==> src/rtl/mem_access_pkg.sv <==
// Shared types and constants for the memory access unit.
// Holds the FSM state encoding and the default watchdog limit.
package mem_access_pkg;

  typedef enum logic [1:0] {
    IDLE,
    ACCESS,
    DONE
  } state_t;

  localparam int unsigned DEFAULT_TIMEOUT_CYCLES = 255;

endpackage

==> src/rtl/mem_access_if.sv <==
// Core-side request/response and bus-side signals of the access unit.
// master = the unit itself, slave = the core plus memory it talks to.
interface mem_access_if;

  logic        start;
  logic        is_store;
  logic [15:0] addr;
  logic [7:0]  wdata;
  logic        busy;
  logic        done;
  logic [7:0]  rdata;
  logic [15:0] next_addr;
  logic        err;
  logic        mem_req;
  logic        mem_we;
  logic [15:0] mem_addr;
  logic [7:0]  mem_wdata;
  logic        mem_ack;
  logic [7:0]  mem_rdata;

  modport master (
    input  start, is_store, addr, wdata,
    input  mem_ack, mem_rdata,
    output busy, done, rdata, next_addr, err,
    output mem_req, mem_we, mem_addr, mem_wdata
  );

  modport slave (
    output start, is_store, addr, wdata,
    output mem_ack, mem_rdata,
    input  busy, done, rdata, next_addr, err,
    input  mem_req, mem_we, mem_addr, mem_wdata
  );

endinterface

==> src/rtl/mau_watchdog.sv <==
// ACCESS-cycle watchdog: counts un-acked bus cycles since the last clear.
// o_expired fires in the cycle whose count would reach i_limit.
module mau_watchdog (
  input  logic        clk,
  input  logic        reset,
  input  logic        i_clear,
  input  logic        i_enable,
  input  logic [15:0] i_limit,
  output logic        o_expired
);

  logic [15:0] r_cnt;

  always_ff @(posedge clk or posedge reset) begin
    if (reset) begin
      r_cnt <= 16'd0;
    end else if (i_clear) begin
      r_cnt <= 16'd0;
    end else if (i_enable) begin
      r_cnt <= r_cnt + 16'd1;
    end
  end

  assign o_expired = i_enable &&
    (({1'b0, r_cnt} + 17'd1) == {1'b0, i_limit});

endmodule

==> src/rtl/mem_access_unit.sv <==
// Single-beat load/store bus sequencer with address post-increment.
// Define MEM_ACCESS_TIMEOUT_EN to build in the ACCESS watchdog.
module mem_access_unit
  import mem_access_pkg::*;
#(
  parameter int unsigned TIMEOUT_CYCLES = DEFAULT_TIMEOUT_CYCLES
) (
  input  logic          clk,
  input  logic          reset,
  mem_access_if.master  bus
);

  state_t      r_state;
  state_t      w_next;
  logic        w_accept;
  logic        w_ack;
  logic        w_expired;
  logic        r_is_store;
  logic [15:0] r_addr;
  logic [15:0] r_next_addr;
  logic [7:0]  r_wdata;
  logic [7:0]  r_rdata;

  assign w_accept = (r_state == IDLE) && bus.start;
  assign w_ack    = (r_state == ACCESS) && bus.mem_ack;

`ifdef MEM_ACCESS_TIMEOUT_EN
  logic        r_err;
  logic        w_wd_en;
  logic [15:0] w_limit;

  assign w_wd_en = (r_state == ACCESS) && !bus.mem_ack;
  assign w_limit = 16'(TIMEOUT_CYCLES);

  mau_watchdog u_wdog (
    .clk       (clk),
    .reset     (reset),
    .i_clear   (w_accept),
    .i_enable  (w_wd_en),
    .i_limit   (w_limit),
    .o_expired (w_expired)
  );

  always_ff @(posedge clk or posedge reset) begin
    if (reset) begin
      r_err <= 1'b0;
    end else if (w_accept) begin
      r_err <= 1'b0;
    end else if (w_expired) begin
      r_err <= 1'b1;
    end
  end

  assign bus.err = r_err;
`else
  logic w_unused_limit;

  assign w_unused_limit = ^TIMEOUT_CYCLES;
  assign w_expired      = 1'b0;
  assign bus.err        = 1'b0;
`endif

  always_ff @(posedge clk or posedge reset) begin
    if (reset) begin
      r_state <= IDLE;
    end else begin
      r_state <= w_next;
    end
  end

  always_comb begin
    w_next = r_state;
    unique case (r_state)
      IDLE:    if (bus.start) w_next = ACCESS;
      ACCESS:  if (bus.mem_ack || w_expired) w_next = DONE;
      DONE:    w_next = IDLE;
      default: w_next = IDLE;
    endcase
  end

  always_ff @(posedge clk or posedge reset) begin
    if (reset) begin
      r_is_store  <= 1'b0;
      r_addr      <= 16'h0000;
      r_next_addr <= 16'h0000;
      r_wdata     <= 8'h00;
      r_rdata     <= 8'h00;
    end else begin
      if (w_accept) begin
        r_is_store  <= bus.is_store;
        r_addr      <= bus.addr;
        r_next_addr <= bus.addr + 16'd1;
        r_wdata     <= bus.wdata;
      end
      if (w_ack && !r_is_store) begin
        r_rdata <= bus.mem_rdata;
      end
    end
  end

  assign bus.busy      = (r_state != IDLE);
  assign bus.done      = (r_state == DONE);
  assign bus.mem_req   = (r_state == ACCESS);
  assign bus.mem_we    = (r_state == ACCESS) && r_is_store;
  assign bus.mem_addr  = r_addr;
  assign bus.mem_wdata = r_wdata;
  assign bus.rdata     = r_rdata;
  assign bus.next_addr = r_next_addr;

endmodule

==> src/flat_wrapper.sv <==
// flat-port wrapper written by rule: the top's interface ports become plain ports
module mem_access_unit_flat import mem_access_pkg::*;
#(
  parameter int unsigned TIMEOUT_CYCLES = DEFAULT_TIMEOUT_CYCLES
)
  (clk, reset, bus_start, bus_is_store, bus_addr, bus_wdata, bus_mem_ack, bus_mem_rdata, bus_busy, bus_done, bus_rdata, bus_next_addr, bus_err, bus_mem_req, bus_mem_we, bus_mem_addr, bus_mem_wdata);
  mem_access_if bus_i ();
  input  logic clk;
  input  logic reset;
  input wire logic [$bits(bus_i.start)-1:0] bus_start;
  input wire logic [$bits(bus_i.is_store)-1:0] bus_is_store;
  input wire logic [$bits(bus_i.addr)-1:0] bus_addr;
  input wire logic [$bits(bus_i.wdata)-1:0] bus_wdata;
  input wire logic [$bits(bus_i.mem_ack)-1:0] bus_mem_ack;
  input wire logic [$bits(bus_i.mem_rdata)-1:0] bus_mem_rdata;
  output wire logic [$bits(bus_i.busy)-1:0] bus_busy;
  output wire logic [$bits(bus_i.done)-1:0] bus_done;
  output wire logic [$bits(bus_i.rdata)-1:0] bus_rdata;
  output wire logic [$bits(bus_i.next_addr)-1:0] bus_next_addr;
  output wire logic [$bits(bus_i.err)-1:0] bus_err;
  output wire logic [$bits(bus_i.mem_req)-1:0] bus_mem_req;
  output wire logic [$bits(bus_i.mem_we)-1:0] bus_mem_we;
  output wire logic [$bits(bus_i.mem_addr)-1:0] bus_mem_addr;
  output wire logic [$bits(bus_i.mem_wdata)-1:0] bus_mem_wdata;
  assign bus_i.start = bus_start;
  assign bus_i.is_store = bus_is_store;
  assign bus_i.addr = bus_addr;
  assign bus_i.wdata = bus_wdata;
  assign bus_i.mem_ack = bus_mem_ack;
  assign bus_i.mem_rdata = bus_mem_rdata;
  assign bus_busy = bus_i.busy;
  assign bus_done = bus_i.done;
  assign bus_rdata = bus_i.rdata;
  assign bus_next_addr = bus_i.next_addr;
  assign bus_err = bus_i.err;
  assign bus_mem_req = bus_i.mem_req;
  assign bus_mem_we = bus_i.mem_we;
  assign bus_mem_addr = bus_i.mem_addr;
  assign bus_mem_wdata = bus_i.mem_wdata;
  mem_access_unit #(.TIMEOUT_CYCLES(TIMEOUT_CYCLES)) u_core (.clk(clk), .reset(reset), .bus(bus_i));
endmodule
==> config.mk <==
export PLATFORM = sky130hd
export DESIGN_NAME = mem_access_unit_flat
export DESIGN_NICKNAME = d
export VERILOG_FILES = /design/src/rtl/mem_access_pkg.sv /design/src/rtl/mem_access_if.sv /design/src/rtl/mau_watchdog.sv /design/src/rtl/mem_access_unit.sv /design/src/flat_wrapper.sv
export SDC_FILE = /design/constraint.sdc
export NUM_CORES = 1
export LEC_CHECK = 0
export CAP_MARGIN = 20
export CORE_ASPECT_RATIO = 0.5
export CORE_MARGIN = 1
export CORE_UTILIZATION = 38
export CTS_CLUSTER_DIAMETER = 30
export DETAILED_ROUTE_END_ITERATION = 10
export GPL_TIMING_DRIVEN = 1
export MAX_ROUTING_LAYER = met4
export PLACE_DENSITY = 0.79
export SETUP_SLACK_MARGIN = 0.2
export SYNTH_ARGS = -nofsm -noshare
export SYNTH_HDL_FRONTEND = slang
export SYNTH_SLANG_ARGS = --single-unit
==> constraint.sdc <==
create_clock -name clk -period 1.4 [get_ports clk]
set_input_delay 0.14 -clock clk [delete_from_list [all_inputs] [get_ports clk]]
set_output_delay 0.14 -clock clk [all_outputs]
set_load 0.02 [all_outputs]
**Word level (Yosys, flattened, before mapping)**

Index checks and enable logic that the tools add are counted.
W data, S select, Z words.

- Register bits after elaboration: 51

- $add $sub $neg: 1
- Equality and inequality tests: 4
- Muxes and demuxes: 3
- Reductions and logical operators: 8

Operators by type and width:

| operator | count |
|---|---|
| $add A16 B1 Y16 const B | 1 |
| $logic_and A1 B1 Y1 | 4 |
| $mux W2 | 2 |
| $ne A2 B2 Y1 const B | 2 |
| $pmux W2 S2 | 1 |
| $eq A2 B1 Y1 const B | 1 |
| $eq A2 B2 Y1 const B | 1 |
| $logic_not A2 Y1 | 1 |
| $reduce_and A2 Y1 | 1 |
| $reduce_bool A2 Y1 | 1 |
| $logic_not A1 Y1 | 1 |

**Longest topological paths before layout**

Gate-level depths: netlist (run 1).

- Depth after elaboration: 3
- Depth in mapped cells: 6
- Mapped depth without buffers: 5

**Least setup slack after synthesis (run 1)**

Ideal clock, no wire load.

- Path kind: reg-to-reg
- Start: register u_core.r_state[1]
- End: register u_core.r_rdata[0], in the netlist u_core.bus.rdata[0]
- Setup time: 0.125 ns
- Arrival: 1.584 ns
- Required time: 1.275 ns
- Setup slack: -0.309 ns
- Cell stages (with the launch flop): 6
- Buffers on the path: 1
- Cells stage by stage: dfrtp_1 -> nor2b_1 -> and2_1 -> nor2b_1 -> buf_2 -> mux2_2

- Longest elaborated chain between the ends: 3

RTL lines:

| element | RTL line | RTL |
|---|---|---|
| start, declared | mem_access_unit.sv:13 | `state_t r_state;` |
| start signal, assigned | mem_access_unit.sv:67 | `r_state <= w_next;` |
| $eq A2 B1 Y1 | -- |  |
| named net bus_mem_req | flat_wrapper.sv:21 | `output wire logic [$bits(bus_i.mem_req)-1:0] bus_mem_req;` |
| $logic_and A1 B1 Y1 | mem_access_unit.sv:25 | `assign w_ack = (r_state == ACCESS) && bus.mem_ack;` |
| $logic_and A1 B1 Y1 | mem_access_unit.sv:95 | `if (w_ack && !r_is_store) begin` |
| end signal, assigned | mem_access_unit.sv:96 | `r_rdata <= bus.mem_rdata;` |
| end, declared | mem_access_unit.sv:22 | `logic [7:0] r_rdata;` |

The timed path passes the listed nets, and every way through them passes these cells.
A chain may end at the register's enable or synchronous reset.

**Worst setup path after layout (run 1)**

- Start: register u_core.r_state[1]
- End: register u_core.r_rdata[5], in the netlist u_core.bus.rdata[5]

- Longest elaborated chain between the ends: 3

RTL lines:

| element | RTL line |
|---|---|
| $eq A2 B1 Y1 | mem_access_unit.sv:25 |
| $logic_and A1 B1 Y1 | mem_access_unit.sv:25 |
| $logic_and A1 B1 Y1 | mem_access_unit.sv:95 |

No other way between the ends.

==> metrics.yaml, run 1 <==
die:
  initial_core_util_pct: 39.5
  die_w_um: 109
  coreArea_um2: 5520
  fp.dieH_um: 55.6
  dieArea_um2: 6060
  rows: 19
  io_pins: 90
clock_network:
  clk_pin_slew_ps: 70
  clockBufferDepth: 2
  ctsHoldBuffers: 0
  cts_sinks: 51
  cts_tree: "built"
  cts-htree-levels: 2
  clockRootBuffer: "clkbuf_16"
  clk_latency_ps: 300
  cts_buffers: 5
synth:
  synth_cell_types: 23
  async_flop_share_pct: 100
  synth_most_common_cell: "nand2_1"
  syn_nets: 269
  synth_edf_count: 0
  yosys_warnings: 0
  ys_top_cells_by_count: "89 x nand2_1, 51 x dfrtp_1, 20 x o21ai_0, 11 x xnor2_1, 9 x clkbuf_1"
  ys_seq_elements: 51
  synth_area_leaders: "dfrtp_1 59%, nand2_1 15%, o21ai_0 4.6%"
  netlist_area_um2: 2180
  yosys.area.top_type: "dfrtp_1"
  synth_area_per_cell_um2: 9.44
  synth_ff_type: "dfrtp_1"
  syn_inst: 231
  yosysSeqAreaShare_pct: 58.6
  synth_top_cell_area_share_pct: 58.6
detailed_routing:
  drc_errors: 0
  vias: 2491
  via_per_inst: 5.61
  ant_nets: 0
  wl_per_cell_um: 22.7
  drt_iter0_markers: 224
  drtPass1Iterations: 7
  wl_mm: 10.1
cells_and_area:
  fin_nets: 409
  areaGrowthSynthToFinish_pct: 97.8
  stdcell_area_um2: 4310
  regArea_um2: 1280
  fillers: 278
  diodes: 0
  drive_gt1_share_pct: 42.3
  multiInputGateArea_um2: 1250
power:
  ir_drop_v: 0.00108
  power_density_nw_per_um2: 1920
  power_mw: 8.26
  leakage_nw: 2.10
timing:
  fin_crit_ps: 1520
  fin_crit_sh_pct: 109
  setup_ws_ps: -120
  rsz0062_at_grt: "true"
  hold_ws_ps: 317
  slew_violations: 0
  fin_skew_ps: 7.22
  fmax_ghz: 0.658
  finalHoldViolCount: 0
  setup_viol: 46
setup_path:
  r2r-start: "u_core.r_state[1]$_DFFE_PP0P_"
  cp-start-kind: "flop"
  crit_type: "reg -> reg"
  path_max_fanout: 8
  critPathCapture: "u_core.bus.rdata[5]$_DFFE_PP0P_"
  critPathCaptureType: "flop"
  arrival_ps: 1700
  reg2reg_setup_slack_ps: -120
  reg2reg_depth: 5
  required_ps: 1580
  regToRegEndpoint: "u_core.bus.rdata[5]$_DFFE_PP0P_"
  startpoint: "u_core.r_state[1]$_DFFE_PP0P_"
global_routing:
  grt_first_pass_wirelength_mm: 13.0
  antenna_found_initial: 0
  track_usage_pct: 30.0
  first_global_vias: 2495
  grt_overflow: 0
  grt_max_degree: 52
placed_design:
  dp_hpwl_mm: 4.44
  placed_area_um2: 3390
  port_buffers: 88
  gp_congestion: 0.912
run_status:
  outcome: "finished, violations left"
  violations: "negative setup slack"
min_path:
  hold_path_class: "in -> async"
flow_run:
  drv_cap: 0
==> worst max-delay path, cell delays in order (launching register included) <==
cell and delay (ps):
dfrtp_1 430, nor2b_4 160, and2_4 160, nor2b_4 180, buf_8 160, mux2_4 300
==> placed cells by master, fill, tap and decap left out, types with 3 or more instances in the layout <==
master	instances
nand2_4	17
xnor2_1	10
mux2_4	8
o21ai_2	13
dlygate4sd2_1	56
dfrtp_1	51
clkdlybuf4s15_1	5
o21ai_1	5
clkbuf_16	6
nand2_1	38
buf_6	11
buf_16	6
buf_12	7
nand2_2	33
nand3_1	3
nor2b_4	3
nand4_1	4
buf_4	35
clkdlybuf4s50_1	23
inv_1	6
nor4_4	3
==> through the flow <==
stage	utilization, %	setup slack [ps]	cells	setup TNS (ps)
floorplan	-	-63.9	231	-511
global placement	61.4	-352	415	-3210
detailed placement	61.4	-402	415	-3850
CTS	70.8	-32.9	437	-513
global route	78.2	-154	444	-4210
finish	78.2	-120	444	-2180
==> power by group <==
part	switching [mW]	leakage, nW	internal, mW
Clock	0.543	0.0769	0.835
Combinational	2.26	1.40	1.94
Sequential	0.585	0.625	2.10
Total	3.38	2.10	4.88
==> worst min path at each step <==
| stage | end | slack, ps | depth (start not counted) |
|---|---|---|---|
| after floorplan | u_core.bus.mem_addr[0]$_DFFE_PP0P_ | 190 | 1 |
| after global placement | u_core.bus.mem_addr[9]$_DFFE_PP0P_ | 460 | 2 |
| after detailed placement | u_core.bus.mem_wdata[3]$_DFFE_PP0P_ | 460 | 2 |
| after CTS | u_core.bus.rdata[1]$_DFFE_PP0P_ | 290 | 3 |
| after global routing | u_core.bus.rdata[5]$_DFFE_PP0P_ | 310 | 3 |
| final | u_core.bus.next_addr[3]$_DFFE_PP0P_ | 320 | 3 |
==> routing by layer <==
| metal | vias up | global-route usage (%) | routed length [um] |
|---|---|---|---|
| met1 | 1229 | 34.8 | 4020 |
| met2 | 176 | 47.3 | 4730 |
| met3 | 61 | 6.73 | 770 |
| li1 | 1025 | - | - |
| met5 | - | - | 0 |
| met4 | 0 | 18.5 | 554 |
==> what timing repair did <==
item                                    in CTS  in global routing
hold endpoints to repair                     0                  0
resized for setup                          134                110
cloned                                       7                  1
pin swaps                                   11                 45
endpoints found under the setup margin     102                 56
setup buffers                                8                  6
==> cell families after synthesis <==
group	synth area share (%)
simple gates	22.9
flops	58.6
compound gates	4.88
buf+inv	3.56
xor+xnor	5.22
mux	4.13
fa+ha+maj	0.574
other cells	0.172
==> flip-flops by register name, summed over array words and instances, names as in the netlist <==
signal                flops
u_core.bus.mem_addr      16
u_core.bus.next_addr     16
u_core.bus.mem_wdata      8
u_core.bus.rdata          8
u_core.r_state            2
u_core.r_is_store         1
==> area by class of cell <==
| type | instances | area share, % |
|---|---|---|
| clock buffer | 6 | 2.99 |
| clock inverter | 1 | 0.697 |
| inverter | 7 | 0.697 |
| multi-input combinational | 161 | 29.0 |
| sequential | 51 | 29.6 |
| tap | 73 | 2.12 |
| timing repair buffer | 145 | 34.9 |
(Power assumes the default switching activity.)
==> inputs of run 2 (changes only) <==
--- a/config.mk
+++ b/config.mk
@@ -7,13 +7,13 @@
 export LEC_CHECK = 0
 export CAP_MARGIN = 20
 export CORE_ASPECT_RATIO = 0.5
-export CORE_MARGIN = 1
+export CORE_MARGIN = 8
 export CORE_UTILIZATION = 38
 export CTS_CLUSTER_DIAMETER = 30
 export DETAILED_ROUTE_END_ITERATION = 10
 export GPL_TIMING_DRIVEN = 1
 export MAX_ROUTING_LAYER = met4
-export PLACE_DENSITY = 0.79
+export PLACE_DENSITY = 0.75
 export SETUP_SLACK_MARGIN = 0.2
 export SYNTH_ARGS = -nofsm -noshare
 export SYNTH_HDL_FRONTEND = slang
==> metrics.yaml, run 2 (synthesis gave the netlist of run 1 again) <==
run_status:
  outcome: "finished, violations left"
  violations: "negative setup slack"
global_routing:
  grt_overflow: 0  # unchanged
  track_usage_pct: 16.2  # -14 points
  first_global_vias: 2108  # -16%
  grt_first_pass_wirelength_mm: 10.9  # -16%
  antenna_found_initial: 0  # unchanged
  grt_max_degree: 44  # -15%
timing:
  setup_ws_ps: -48.0  # +72.0 ps
  slew_violations: 0  # unchanged
  fin_skew_ps: 6.73  # -0.487 ps
  setup_viol: 9  # -80%
  fin_crit_sh_pct: 103  # -5.1 points
  fin_crit_ps: 1450  # -72.0 ps
  fmax_ghz: 0.691  # +5.0%
  rsz0062_at_grt: "true"
  finalHoldViolCount: 0  # unchanged
power:
  leakage_nw: 1.82  # -13%
  power_frac_seq_pct: 35.7  # +3.2 points
  power_density_nw_per_um2: 1880  # -1.7%
  combPwrFrac_pct: 43.6  # -7.2 points
  p_int_mw: 4.23  # -13%
  p_sw_mw: 2.59  # -23%
  switching_share_pct: 38.0  # -2.9 points
  power_mw: 6.82  # -17%
  clkPwrFrac_pct: 20.7  # +4.0 points
  ir_drop_v: 0.00100  # -7.3%
min_path:
  hold_path_class: "in -> async"
clock_network:
  clk_pin_slew_ps: 70  # about the same
  cts-htree-levels: 2  # unchanged
  cts_tree: "built"
  clockRootBuffer: "clkbuf_16"
  clk_latency_ps: 290  # about the same
  cts_sinks: 51  # unchanged
  clockBufferDepth: 2  # unchanged
  cts_buffers: 5  # unchanged
placed_design:
  dp_hpwl_mm: 4.92  # +11%
  gp_congestion: 0.883  # -3.2%
  port_buffers: 88  # unchanged
  placed_area_um2: 3360  # -0.66%
cells_and_area:
  regArea_um2: 1280  # unchanged
  stdcell_area_um2: 3620  # -16%
  areaGrowthSynthToFinish_pct: 66.0
  final_common_cell: "nand2_1"
  multiInputGateArea_um2: 943  # -25%
  fillers: 449  # +62%
  fin_nets: 387  # -5.4%
  layout_common_cells: "88 x nand2_1, 60 x dlygate4sd2_1, 51 x dfrtp_1"
  diodes: 0  # unchanged
  drive_gt1_share_pct: 20.3  # -22 points
detailed_routing:
  drtPass1Iterations: 4  # -3
  drt_iter0_markers: 113  # -50%
  ant_nets: 0  # unchanged
  vias: 2000  # -20%
  wl_mm: 6.84  # -32%
  drc_errors: 0  # unchanged
  via_per_inst: 4.73  # -16%
  wl_per_cell_um: 16.2  # -29%
setup_path:
  critPathCaptureType: "flop"
  path_cells: "nor2b_4 -> and2_4 -> nor2b_4 -> buf_8 -> mux2_4"
  path_delay_family: "simple AND/OR/NAND/NOR gates"
  required_ps: 1570  # about the same
  cpMostUsedCell: "nor2b_4"
  cp_slowest_cell: "dfrtp_1"
  path_max_fanout: 8  # unchanged
  cpPeakStageDelay_ps: 420  # about the same
  crit_type: "reg -> reg"
  arrival_ps: 1620  # -80 ps
  cp-start-kind: "flop"
  crit_buf_inv: 1  # unchanged
die:
  fp.dieH_um: 69.6  # +25%
  initial_core_util_pct: 39.5  # unchanged
  rows: 19  # unchanged
  die_w_um: 123  # +13%
  coreArea_um2: 5520  # unchanged
  dieArea_um2: 8560  # +41%
  io_pins: 90  # unchanged
flow_run:
  drv_cap: 0  # unchanged
==> run 2: cell types whose count changed in the layout (fill, tap and decap cells not counted), moves of 3 or more <==
cell | before | now
buf_16 | 6 | 0
o21ai_0 | 1 | 16
dlygate4sd2_1 | 56 | 60
buf_4 | 35 | 29
nand2_4 | 17 | 0
nand2_2 | 33 | 1
o21ai_2 | 13 | 0
nand2_1 | 38 | 88
buf_6 | 11 | 5
buf_12 | 7 | 1
clkdlybuf4s15_1 | 5 | 2
==> run 2: per-layer routing <==
layer  track usage, %  part of all wire, %
met1             19.0                   43
met2             27.8                   52
met3             2.92                  3.6
met4             4.77                  1.3
met5                -                    0
==> run 2: cell type report <==
cell class,count,share of cell area (%)
multi-input combinational,161,26.1
inverter,7,0.830
timing repair buffer,123,30.5
clock inverter,2,0.969
tap,73,2.53
sequential,51,35.3
clock buffer,6,3.84
==> run 2: timing repair <==
action                                 CTS  global route
gates resized for setup                107            12
buffers inserted                         3             0
setup endpoints to repair               81            50
hold buffers                             0             0
pin swaps                               12             4
endpoints found under the hold margin    0             0
==> run 2: path summary, 6_finish.rpt <==
kind / from / to / slack, ps / cells after the start
hold / removal: reset / u_core.bus.rdata[7]$_DFFE_PP0P_ / 170 / 2
setup reg to reg: u_core.r_state[1]$_DFFE_PP0P_ / u_core.bus.rdata[2]$_DFFE_PP0P_ / -50 / 5
max in group asynchronous: reset / u_core.bus.next_addr[11]$_DFFE_PP0P_ / 750 / 3
setup / recovery: u_core.r_state[1]$_DFFE_PP0P_ / u_core.bus.rdata[2]$_DFFE_PP0P_ / -50 / 5
hold reg to reg: u_core.bus.mem_wdata[5]$_DFFE_PP0P_ / u_core.bus.mem_wdata[5]$_DFFE_PP0P_ / 470 / 2
min in group clk: bus_addr[14] / u_core.bus.mem_addr[14]$_DFFE_PP0P_ / 310 / 3
==> run 2: stage by stage <==
| stage | worst slack, ps | instances | hold WS (ps) | utilization [%] | TNS [ps] |
|---|---|---|---|---|---|
| after floorplan | -63.9 | 231 | 189 | - | -511 |
| after global placement | -352 | 412 | 436 | 61.0 | -3730 |
| after detailed placement | -386 | 412 | 463 | 61.0 | -4700 |
| after CTS | -31.8 | 423 | 179 | 65.2 | -168 |
| after global routing | -86.6 | 423 | 188 | 65.6 | -651 |
| final | -48.0 | 423 | 171 | 65.6 | -311 |
==> run 2: power groups by stage <==
stage | clock, mW | combinational, mW | sequential, mW
after floorplan | 0 | 0.787 | 3.18
after global placement | 0 | 3.23 | 2.43
after detailed placement | 0 | 3.28 | 2.47
after CTS | 1.43 | 3.00 | 2.44
after global routing | 1.48 | 3.21 | 2.52
final | 1.41 | 2.97 | 2.43
==> inputs of run 3 (changes only) <==
--- a/config.mk
+++ b/config.mk
@@ -6,14 +6,16 @@
 export NUM_CORES = 1
 export LEC_CHECK = 0
 export CAP_MARGIN = 20
+export CELL_PAD_IN_SITES_DETAIL_PLACEMENT = 1
+export CELL_PAD_IN_SITES_GLOBAL_PLACEMENT = 2
 export CORE_ASPECT_RATIO = 0.5
 export CORE_MARGIN = 8
-export CORE_UTILIZATION = 38
+export CORE_UTILIZATION = 22
 export CTS_CLUSTER_DIAMETER = 30
 export DETAILED_ROUTE_END_ITERATION = 10
 export GPL_TIMING_DRIVEN = 1
-export MAX_ROUTING_LAYER = met4
 export PLACE_DENSITY = 0.75
+export RECOVER_POWER = 25
 export SETUP_SLACK_MARGIN = 0.2
 export SYNTH_ARGS = -nofsm -noshare
 export SYNTH_HDL_FRONTEND = slang
==> metrics.yaml, run 3 (synthesis gave the netlist of run 1 again) <==
run_status:
  outcome: "finished, violations left"
  violations: "negative setup slack"
setup_path:
  startpoint: "u_core.r_state[1]$_DFFE_PP0P_"
  critPathCaptureType: "flop"
  path_max_fanout: 8  # unchanged
  cp-start-kind: "flop"
  crit_type: "reg -> reg"
  arrival_ps: 1680  # +60 ps
  r2r-start: "u_core.r_state[1]$_DFFE_PP0P_"
  required_ps: 1580  # about the same
clock_network:
  clk_pin_slew_ps: 70  # about the same
  ctsHoldBuffers: 0  # unchanged
  clockRootBuffer: "clkbuf_16"
  cts_buffers: 5  # unchanged
  clockBufferDepth: 2  # unchanged
  cts_sinks: 51  # unchanged
  clk_latency_ps: 300  # about the same
  cts-htree-levels: 2  # unchanged
  cts_tree: "built"
cells_and_area:
  final_common_cell: "dfrtp_1"
  layout_common_cells: "51 x dfrtp_1, 41 x nand2_4, 39 x dlygate4sd2_1"
  instances_no_fill: 511  # +21%
  diodes: 0  # unchanged
  final_util_pct: 47.7  # -18 points
  fin_nets: 413  # +6.7%
  areaGrowthSynthToFinish_pct: 109
  drive_gt1_share_pct: 54.5  # +34 points
power:
  combPwrFrac_pct: 51.5  # +7.9 points
  power_density_nw_per_um2: 1910  # +1.2%
  power_frac_seq_pct: 31.6  # -4.1 points
  switching_share_pct: 41.3  # +3.3 points
  p_int_mw: 5.09  # +20%
  clkPwrFrac_pct: 17.0  # -3.7 points
  power_mw: 8.67  # +27%
  ir_drop_v: 0.000651  # -35%
  p_sw_mw: 3.59  # +38%
  leakage_nw: 2.21  # +21%
global_routing:
  grt_first_pass_wirelength_mm: 15.5  # +43%
  grt_overflow: 0  # unchanged
  track_usage_pct: 14.9  # -1.3 points
  first_global_vias: 2601  # +23%
  grt_max_degree: 21  # -52%
  antenna_found_initial: 0  # unchanged
detailed_routing:
  ant_nets: 0  # unchanged
  wl_met2_mm: 6.07  # +70%
  highest_layer: "met4"
  drt_iter0_markers: 81  # -28%
  wl_met1_mm: 4.07  # +39%
  drc_errors: 0  # unchanged
  vias: 2284  # +14%
  wl_per_cell_um: 20.9  # +29%
  met3_length_um: 340  # +38%
  wl_mm: 10.7  # +56%
  via_per_inst: 4.47  # -5.5%
  drtPass1Iterations: 4  # unchanged
placed_design:
  dp_cells: 477  # +16%
  place_ws_ps: -464  # -77.0 ps
  port_buffers: 88  # unchanged
  dp_hpwl_mm: 6.11  # +24%
  gp_congestion: 0.792  # -10%
timing:
  fin_skew_ps: 4.80  # -1.93 ps
  fin_crit_sh_pct: 107  # +3.2 points
  finalHoldViolCount: 0  # unchanged
  fin_crit_ps: 1490  # +45.2 ps
  rsz0062_at_grt: "true"
  max-slew-margin-rel_pct: 61.1
  fmax_ghz: 0.670  # -3.0%
  setup_ws_ps: -93.1  # -45.2 ps
  tightestPinTransition_ps: 581
  slew_violations: 0  # unchanged
  setup_viol: 46  # +37
die:
  fp.dieH_um: 86.4  # +24%
  coreArea_um2: 9540  # +73%
  die_w_um: 157  # +27%
  initial_core_util_pct: 22.8  # -17 points
  dieArea_um2: 13500  # +58%
  io_pins: 90  # unchanged
  rows: 25  # +6
flow_run:
  drv_cap: 0  # unchanged
min_path:
  hold_path_class: "in -> async"
-- run 3: cell types whose count changed in the layout (fill, tap and decap cells not counted), sizes merged --
cell           before  now
clkbuf              7   25
clkdlybuf4s15       2    5
buf                38   64
dlymetal6s2s        1    0
dlygate4sd3         0    1
dlygate4sd2        60   39
-- run 3: worst paths after layout --
| kind | endpoint | slack, ps | depth (start not counted) |
|---|---|---|---|
| setup / recovery | u_core.bus.rdata[0]$_DFFE_PP0P_ | -90 | 5 |
| hold / removal | u_core.bus.rdata[2]$_DFFE_PP0P_ | 330 | 2 |
| setup reg to reg | u_core.bus.rdata[0]$_DFFE_PP0P_ | -90 | 5 |
| hold reg to reg | u_core.bus.mem_addr[14]$_DFFE_PP0P_ | 510 | 2 |
| max in group asynchronous | u_core.bus.mem_addr[3]$_DFFE_PP0P_ | 230 | 3 |
| min in group clk | u_core.bus.mem_addr[1]$_DFFE_PP0P_ | 340 | 4 |
-- run 3: cell type report --
cell class                      instances  area (um2)
Timing Repair Buffer                  149        1500
Inverter                                7        27.5
Clock inverter                          2        35.0
Sequential cell                        51        1280
Fill cell                            1008        4990
Clock buffer                            6         139
Tap cell                              135         169
Multi-Input combinational cell        161        1400
-- run 3: through the flow --
step | setup TNS [ps] | hold slack (ps) | instance area (um2)
CTS | -252 | 177 | 4340
global route | -4320 | 366 | 4550
detailed placement | -4630 | 469 | 3490
finish | -1620 | 329 | 4550
floorplan | -511 | 189 | 2200
global placement | -3740 | 460 | 3490
-- run 3: routing by layer --
| layer | track usage (%) | vias up |
|---|---|---|
| li1 | - | 1033 |
| met1 | 16.1 | 1196 |
| met2 | 28.9 | 40 |
| met3 | 2.78 | 15 |
| met4 | 5.19 | 0 |
| met5 | 0 | - |
-- run 3: critical path, stage by stage (launching register included) --
cell     delay (ps)
dfrtp_1         430
nor2b_4         160
and2_4          160
nor2b_4         160
buf_8           160
mux2_4          310
-- run 3: timing repair --
item | CTS | global route
pin swaps | 62 | 27
buffers inserted | 14 | 4
resized for setup | 228 | 102
setup endpoints to repair | 101 | 74
cloned | 8 | 0
-- run 3: power by group through the flow --
| stage | clock network [mW] | registers [mW] | logic [mW] |
|---|---|---|---|
| 6_report | 1.47 | 2.74 | 4.46 |
| 5_1_grt | 1.54 | 2.82 | 4.71 |
| 4_1_cts | 1.48 | 2.58 | 4.04 |
| 3_5_place_dp | 0 | 2.50 | 3.41 |
| 3_3_place_gp | 0 | 2.45 | 3.33 |
| 2_1_floorplan | 0 | 3.18 | 0.787 |
